`src/rtl/decode_issue_queue_pkg.sv`:
```
// Purpose : shared types and field layout of the decoded-instruction bundle
//           passed from the decode mux stage to register-read/issue.
// Contents: format codes, field widths, bit offsets (LSB position) of every
//           field, the packed bundle struct and a small field-extract helper.
package decode_issue_queue_pkg;

  localparam int OPCODE_W  = 6;
  localparam int REG_W     = 5;
  localparam int XOPCODE_W = 10;
  localparam int ADDR_W    = 64;
  localparam int IMM_W     = 64;
  localparam int FORMAT_W  = 5;

  typedef enum logic [FORMAT_W-1:0] {
    FMT_INVALID = 5'd0,
    FMT_A       = 5'd1,
    FMT_D       = 5'd3,
    FMT_Z23     = 5'd25
  } format_e;

  // Field LSB positions; the bundle is laid out MSB-first starting with imm.
  localparam int FORMAT_LSB       = 0;
  localparam int XOP_EN_LSB       = FORMAT_LSB + FORMAT_W;    // 5
  localparam int XOPCODE_LSB      = XOP_EN_LSB + 1;           // 6
  localparam int OPCODE_LSB       = XOPCODE_LSB + XOPCODE_W;  // 16
  localparam int ADDR_LSB         = OPCODE_LSB + OPCODE_W;    // 22
  localparam int REG2_VOZ_LSB     = ADDR_LSB + ADDR_W;        // 86
  localparam int BIT2_EN_LSB      = REG2_VOZ_LSB + 1;         // 87
  localparam int BIT1_EN_LSB      = BIT2_EN_LSB + 1;          // 88
  localparam int BIT2_LSB         = BIT1_EN_LSB + 1;          // 89
  localparam int BIT1_LSB         = BIT2_LSB + 1;             // 90
  localparam int REG3_IS_IMM_LSB  = BIT1_LSB + 1;             // 91
  localparam int REG3_EN_LSB      = REG3_IS_IMM_LSB + 1;      // 92
  localparam int REG2_EN_LSB      = REG3_EN_LSB + 1;          // 93
  localparam int REG1_EN_LSB      = REG2_EN_LSB + 1;          // 94
  localparam int REG3_LSB         = REG1_EN_LSB + 1;          // 95
  localparam int REG2_LSB         = REG3_LSB + REG_W;         // 100
  localparam int REG1_LSB         = REG2_LSB + REG_W;         // 105
  localparam int IMM_EN_LSB       = REG1_LSB + REG_W;         // 110
  localparam int IMM_LSB          = IMM_EN_LSB + 1;           // 111

  localparam int PAYLOAD_WIDTH = IMM_LSB + IMM_W;             // 175

  typedef struct packed {
    logic [IMM_W-1:0]     imm;
    logic                 imm_en;
    logic [REG_W-1:0]     reg1;
    logic [REG_W-1:0]     reg2;
    logic [REG_W-1:0]     reg3;
    logic                 reg1_en;
    logic                 reg2_en;
    logic                 reg3_en;
    logic                 reg3_is_imm;
    logic                 bit1;
    logic                 bit2;
    logic                 bit1_en;
    logic                 bit2_en;
    logic                 reg2_val_or_zero;
    logic [ADDR_W-1:0]    address;
    logic [OPCODE_W-1:0]  opcode;
    logic [XOPCODE_W-1:0] xopcode;
    logic                 xopcode_en;
    logic [FORMAT_W-1:0]  format;
  } decoded_instr_t;

  function automatic logic [ADDR_W-1:0] instr_address(input logic [PAYLOAD_WIDTH-1:0] p);
    return p[ADDR_LSB +: ADDR_W];
  endfunction

endpackage

```
`src/rtl/decode_issue_queue_sync_fifo_ptr.sv`:
```
// Purpose : generic FIFO pointer/occupancy tracker with wrap-bit pointers.
// Latency : pointers advance at the clock edge of an accepted push/pop.
// Backpressure: push refused when full; flush moves rd onto wr and wins
//               over push/pop in the same cycle.
// Ports   : clk, rst (async high), flush, push, pop -> wr_idx/rd_idx (array
//           indices), full, empty, count, push_ok (write strobe for storage).
module sync_fifo_ptr #(
  parameter int PtrWidth = 2
) (
  input  logic                clk,
  input  logic                rst,
  input  logic                flush,
  input  logic                push,
  input  logic                pop,
  output logic [PtrWidth-1:0] wr_idx,
  output logic [PtrWidth-1:0] rd_idx,
  output logic                full,
  output logic                empty,
  output logic [PtrWidth:0]   count,
  output logic                push_ok
);

  localparam logic [PtrWidth:0] PtrOne = {{PtrWidth{1'b0}}, 1'b1};

  logic [PtrWidth:0] wr_ptr;
  logic [PtrWidth:0] rd_ptr;
  logic              pop_ok;

  assign empty   = (wr_ptr == rd_ptr);
  // Same slot but opposite wrap bit: writer is a full lap ahead.
  assign full    = (wr_ptr[PtrWidth-1:0] == rd_ptr[PtrWidth-1:0]) &&
                   (wr_ptr[PtrWidth] != rd_ptr[PtrWidth]);
  assign count   = wr_ptr - rd_ptr;
  assign wr_idx  = wr_ptr[PtrWidth-1:0];
  assign rd_idx  = rd_ptr[PtrWidth-1:0];
  assign push_ok = push && !full && !flush;
  assign pop_ok  = pop && !empty && !flush;

  always_ff @(posedge clk or posedge rst) begin
    if (rst) begin
      wr_ptr <= '0;
      rd_ptr <= '0;
    end else if (flush) begin
      rd_ptr <= wr_ptr;
    end else begin
      if (push_ok) wr_ptr <= wr_ptr + PtrOne;
      if (pop_ok)  rd_ptr <= rd_ptr + PtrOne;
    end
  end

endmodule

```
`src/rtl/decode_issue_queue.sv`:
```
// Purpose : in-order queue of decoded instructions between decode mux and
//           register-read/issue; absorbs issue-side stalls.
// Latency : entry written at edge N is visible on instr_o/valid_o after N;
//           no bypass from instr_i.
// Backpressure: stall_o = full; enable_i while full is dropped and sets the
//           sticky overflow_o. flush_i empties the queue and clears overflow.
// Ports   : clock_i, reset_i, flush_i, enable_i/instr_i (in), stall_o,
//           valid_o/instr_o/ready_i (out handshake), count_o, overflow_o.
module decode_issue_queue
  import decode_issue_queue_pkg::*;
#(
  parameter int Depth        = 4,
  parameter int PtrWidth     = 2,
  parameter int PayloadWidth = PAYLOAD_WIDTH
) (
  input  logic                    clock_i,
  input  logic                    reset_i,
  input  logic                    flush_i,
  input  logic                    enable_i,
  input  logic [PayloadWidth-1:0] instr_i,
  output logic                    stall_o,
  output logic                    valid_o,
  output logic [PayloadWidth-1:0] instr_o,
  input  logic                    ready_i,
  output logic [PtrWidth:0]       count_o,
  output logic                    overflow_o
);

  logic [PayloadWidth-1:0] mem [Depth];
  logic [PtrWidth-1:0]     wr_idx;
  logic [PtrWidth-1:0]     rd_idx;
  logic                    full;
  logic                    empty;
  logic                    push_ok;

  sync_fifo_ptr #(
    .PtrWidth(PtrWidth)
  ) u_ptr (
    .clk    (clock_i),
    .rst    (reset_i),
    .flush  (flush_i),
    .push   (enable_i),
    .pop    (ready_i),
    .wr_idx (wr_idx),
    .rd_idx (rd_idx),
    .full   (full),
    .empty  (empty),
    .count  (count_o),
    .push_ok(push_ok)
  );

  assign stall_o = full;
  assign valid_o = !empty;
  assign instr_o = mem[rd_idx];

  // Storage is only read while valid, so it carries no reset.
  always_ff @(posedge clock_i) begin
    if (push_ok) mem[wr_idx] <= instr_i;
  end

  always_ff @(posedge clock_i or posedge reset_i) begin
    if (reset_i)                overflow_o <= 1'b0;
    else if (flush_i)           overflow_o <= 1'b0;
    else if (enable_i && full)  overflow_o <= 1'b1;
  end

endmodule

```
`config.mk`:
```
export PLATFORM = sky130hd
export DESIGN_NAME = decode_issue_queue
export DESIGN_NICKNAME = d
export VERILOG_FILES = /design/src/rtl/decode_issue_queue_pkg.sv /design/src/rtl/decode_issue_queue_sync_fifo_ptr.sv /design/src/rtl/decode_issue_queue.sv
export SDC_FILE = /design/constraint.sdc
export NUM_CORES = 1
export LEC_CHECK = 0
export BUFFER_PORTS_ARGS = -buffer_cell sky130_fd_sc_hd__buf_2
export CAP_MARGIN = 20
export CORE_MARGIN = 2
export CORE_UTILIZATION = 51
export DETAILED_ROUTE_END_ITERATION = 12
export GPL_TIMING_DRIVEN = 0
export PLACE_DENSITY = 0.78
export SLEW_MARGIN = 20
export SYNTH_ARGS = -nofsm -noshare
export SYNTH_HDL_FRONTEND = slang
export SYNTH_SLANG_ARGS = --single-unit
```
`constraint.sdc`:
```
create_clock -name clock_i -period 8.7 [get_ports clock_i]
set_input_delay 0.435 -clock clock_i [delete_from_list [all_inputs] [get_ports clock_i]]
set_output_delay 0.435 -clock clock_i [all_outputs]
set_load 0.05 [all_outputs]
```
After elaboration in Yosys (flattened, before gate mapping)
Memory sizes are Yosys's and may differ from the RTL's.
Cells that the tools add are included.

operators by class
  bitwise logic cells = 1
  mux-type cells = 6
  reductions and logical operators = 12
  add/subtract/negate cells = 3
  equal/unequal tests = 3

operator list
  operator               count
  $add A3 B1 Y3 const B  2
  $logic_and A1 B1 Y1    6
  $mux W3                2
  $mux W1                4
  $reduce_bool A2 Y1     2
  $eq A3 B3 Y1           1
  $logic_not A1 Y1       3
  $sub A3 B3 Y3          1
  $eq A2 B2 Y1           1
  $reduce_and A2 Y1      1
  $ne A1 B1 Y1           1
  $not A1 Y1             1

word-level totals
  bits of input ports = 180
  output and inout port bits = 181
  register bits = 7
  RAM bits = 700
  memories kept = 1

memories
  name  depth  bits a word  rd ports  clocked after memory_dff  write ports  RTL line                  text
  mem   4      175          1         0                         1            decode_issue_queue.sv:29  logic [PayloadWidth-1:0] mem [Depth];

Depth between registers and ports, before layout
  depth in word-level cells = 7
  depth in mapped cells = 7
  gate-level depth less buffers = 5

Hierarchy
A second synthesis with hierarchy kept.

unflattened totals
  cells, all modules = 979
  area, all modules = 25,854.8 um^2

by module, submodules not included
  module              instances  area an instance (um^2)  cells each
  decode_issue_queue  1          25,345.6                 924
  sync_fifo_ptr       1          509.2                    55

Worst setup path after synthesis
Ideal clock, no wire load.

  kind = reg2reg
  start point = reg u_ptr.rd_ptr[1]
  end point = mem mem[3][0] (netlist name) (enable)
  path buffers = 2
  library setup time = 693 ps
  data required time = 8,007 ps
  cell stages (with the launch flop) = 7
  slack = -248 ps
  data arrival time = 8,255 ps
  path through = dfrtp_1 > clkbuf_1 > inv_1 > ha_1 > and2_1 > clkbuf_1 > a211oi_2

between the ends
  longest elaborated chain between the ends = 7

RTL lines
  what                              RTL line                                text
  start: declaration                decode_issue_queue_sync_fifo_ptr.sv:26  logic [PtrWidth:0] rd_ptr;
  start signal: assignment          decode_issue_queue_sync_fifo_ptr.sv:44  rd_ptr <= wr_ptr;
  start signal: assignment          decode_issue_queue_sync_fifo_ptr.sv:47  if (pop_ok) rd_ptr <= rd_ptr + PtrOne;
  $eq A2 B2 Y1                      decode_issue_queue_sync_fifo_ptr.sv:31  assign full = (wr_ptr[PtrWidth-1:0] == rd_ptr[PtrWidth-1:0]) &&
  $logic_and A1 B1 Y1               decode_issue_queue_sync_fifo_ptr.sv:31
  $logic_not A1 Y1                  decode_issue_queue_sync_fifo_ptr.sv:36  assign push_ok = push && !full && !flush;
  $logic_and A1 B1 Y1 (2 in a row)  decode_issue_queue_sync_fifo_ptr.sv:36
  $mux W1                           decode_issue_queue.sv:58                if (push_ok) mem[wr_idx] <= instr_i;
  $mux W1 (implied by the code)     decode_issue_queue.sv:58
  end: declaration                  decode_issue_queue.sv:29

No other way between the ends.

Worst setup path in the final report
  start point = reg u_ptr.rd_ptr[1]
  end point = mem mem[2][103] (netlist name) (enable)

The elaborated chain is that of the path after synthesis.

==> key figures <==
Clock tree
  • Cts bufs inserted: 71
  • Clock Sink Count: 707
  • Setup bufs post-CTS: 0
  • H-tree depth: 3
  • Clock Path Buffers: 3
  • Clock latency on the worst-skew pair: 0.61 ns
  • CTS tree: built
  • Root buf cell: clkbuf_16
  • Clock-pin slew on the worst setup and hold paths: 0.07 ns

Placement
  • Cells after DPL: 2037
  • Placed Area: 28980 um2
  • Worst slack, placed: 5.161 ns
  • GPL Wtd Cong: 0.7307
  • Final HPWL DP: 33810 um
  • Port Buffer Count: 360

Global routing
  • Gr ovfl total: 0
  • First-pass GRT wire length: 79810 um
  • GRT Overall Usage: 20.63%
  • Initial antenna violation count: 14
  • Pin count of the biggest net entering global routing: 48
  • Vias in the first global route: 12.85k

Synthesis
  • Syn_nets: 1164
  • Post-synth EDFFs: 700
  • YS warnings: 0
  • Async SR Flop Fraction: 0.9901%
  • Post-synthesis cell area: 25820 um2
  • Post-synthesis register bit count: 707
  • Syn Area/Cell: 26.45 um2
  • Yosys cell types: 31
  • Register area share after synthesis: 82.09%
  • Top FF cell, synth: edfxtp_1
  • Mapped Cells: 976

Route
  • Met2 wire length: 26660 um
  • Detailed Routing Iterations Pass 1: 5
  • Post-Route WL: 53090 um
  • Remaining DRCs: 0
  • Initial DRC count: 907
  • DR top layer: met5
  • Post-Route M1 WL: 19900 um
  • WL/cell: 24.44 um
  • Met3 WL post-DR: 5068 um
  • Vias per cell: 5.553
  • Post-DRT Antenna Nets: 0
  • Vias: 12.06k

Timing
  • F_max: 0.2865 GHz
  • Hold_ws: 0.04183 ns
  • # setup viols final: 0
  • Setup TNS: 0 ns
  • Setup WS post-layout: 5.209 ns
  • Final Critical Period: 3.491 ns
  • Hold Vio Cnt, Final: 0
  • Max Clock Skew: 0.02145 ns
  • Worst slew margin: 57.42%
  • Pins over their slew limit: 0
  • Tcrit/Tclk final: 40.13%
  • Slew @ Worst Pin: 0.6367 ns
  • RSZ-0062 raised after global routing: no

Floorplanning
  • Io pins: 361
  • Starting Density: 51.57%
  • Die Wd: 229 um
  • Core footprint: 50070 um2
  • Die H: 229 um
  • Die ar.: 52440 um2
  • Row count: 82

Critical path
  • Setup CP Type: reg2reg
  • Critical Path Fanout Max: 44
  • Crit path launch type: flip-flop
  • Critical path data required time: 8.97 ns
  • Critical path launch point: u_ptr.rd_ptr[1]
  • R2r startpoint: u_ptr.rd_ptr[1]
  • WP data arrival: 3.76 ns
  • CP Capture Type: flip-flop

Finish
  • Filler Cell Count: 3340
  • Final core occ: 62.55%
  • Final non-filler cell area: 31320 um2
  • Area Growth Syn to Fin: 21.30%
  • Fin cells: 2172
  • Layout Nets: 1630
  • Fraction of layout cells with a size suffix above 1: 47.39%

Power
  • Pwr dens: 378.8 nW/um2
  • P_leak: 10.67 nW
  • Final Power: 11.86 mW
  • VDD IR max: 0.2988 mV

Status
  • Status: finished clean

Worst hold path
  • Hold Crit Class: in2reg
  • Hold path startpoint: instr_i[99]

Run
  • Max-cap violations: 0
-- layout by cell type, fill, tap and decap left out, drive strengths merged, types with 5 or more instances in the layout --
master / netlist / routed
bufinv: 0 / 6
buf: 36 / 425
dfrtp: 7 / 7
inv: 8 / 13
clkbuf: 6 / 93
edfxtp: 700 / 700
ha: 7 / 7
mux4: 175 / 175
nand2: 5 / 5
clkinv: 0 / 24
diode: 0 / 6
-- cells by family (layout without fill, tap and decap cells) --
kind of cell	after synthesis	count (layout)	synth area share, %
other cells	0	6	0
buf+inv	50	568	1.241
xor+xnor	5	5	0.1987
compound gates	11	11	0.3393
fa+ha+maj	8	8	0.4168
flops	707	707	82.09
mux	176	176	15.32
simple gates	19	19	0.3877
-- sequential cells by signal, summed over array words and instances (netlist names) --
register,flops
mem,700
overflow_o,1
u_ptr.rd_ptr,3
u_ptr.wr_ptr,3
-- final cells by class --
| type | count | area (um2) | share of cell area [%] |
|---|---|---|---|
| Antenna cell | 6 | 15.01 | 0.04794 |
| Buffer | 42 | 290.3 | 0.9269 |
| Clock buffer | 87 | 1858 | 5.933 |
| Clock inverter | 38 | 421.7 | 1.346 |
| Inverter | 8 | 30.03 | 0.09589 |
| Multi-Input combinational cell | 219 | 4318 | 13.79 |
| Sequential cell | 707 | 21200 | 67.68 |
| Tap cell | 672 | 840.8 | 2.685 |
| Timing Repair Buffer | 393 | 2349 | 7.499 |
-- path summary, 6_finish.rpt --
kind / end / slack, ns / cells after the start
min: mem[1][99] / 0.04 / 1
max: mem[2][103] / 5.21 / 10
min in group asynchronous: u_ptr.rd_ptr[1] / 0.35 / 3
max reg2reg: mem[2][103] / 5.21 / 10
max in group asynchronous: u_ptr.rd_ptr[2] / 8.11 / 3
min reg2reg: overflow_o / 0.50 / 2
-- critical path: stages (launching register included) --
cell and delay [ns]:
dfrtp_1 0.40, clkbuf_1 0.31, inv_1 0.12, ha_1 0.34, and2_1 0.14, clkbuf_1 0.19, a21oi_2 0.32, and2_4 0.45
buf_12 0.28, buf_16 0.26, buf_16 0.28
-- power breakdown --
part	total, mW	internal, mW	leakage, nW	switching, mW
Combinational	4.61	1.38	3.14	3.23
Sequential	4.29	4.19	6.43	0.103
Clock	2.96	1.72	1.10	1.24
Total	11.9	7.28	10.7	4.58
-- cell usage after synthesis (2+ instances only) --
cell type / number / area (um2)
inv_1: 8 / 30.03
and2_1: 4 / 25.02
nand2_1: 5 / 18.77
mux4_2: 175 / 3941
buf_6: 14 / 157.7
a21oi_1: 2 / 10.01
xnor2_1: 3 / 26.28
buf_2: 22 / 110.1
nor2_1: 4 / 15.01
edfxtp_1: 700 / 21020
nand3_1: 2 / 10.01
dfrtp_1: 7 / 175.2
ha_1: 7 / 87.58
clkbuf_1: 6 / 22.52
-- timing repair --
item / in CTS / in global routing
endpoints found under the hold margin: 18 / 0
setup endpoints to repair: 0 / 0
resized for setup: 0 / 0
hold buffers: 4 / 0
-- metal layers --
layer	vias up	global-route usage, %
met3	101	7.234
met5	-	0
met4	12	6.291
met2	539	33.74
met1	6224	26.25
li1	5186	-
(Power assumes the default switching activity.)
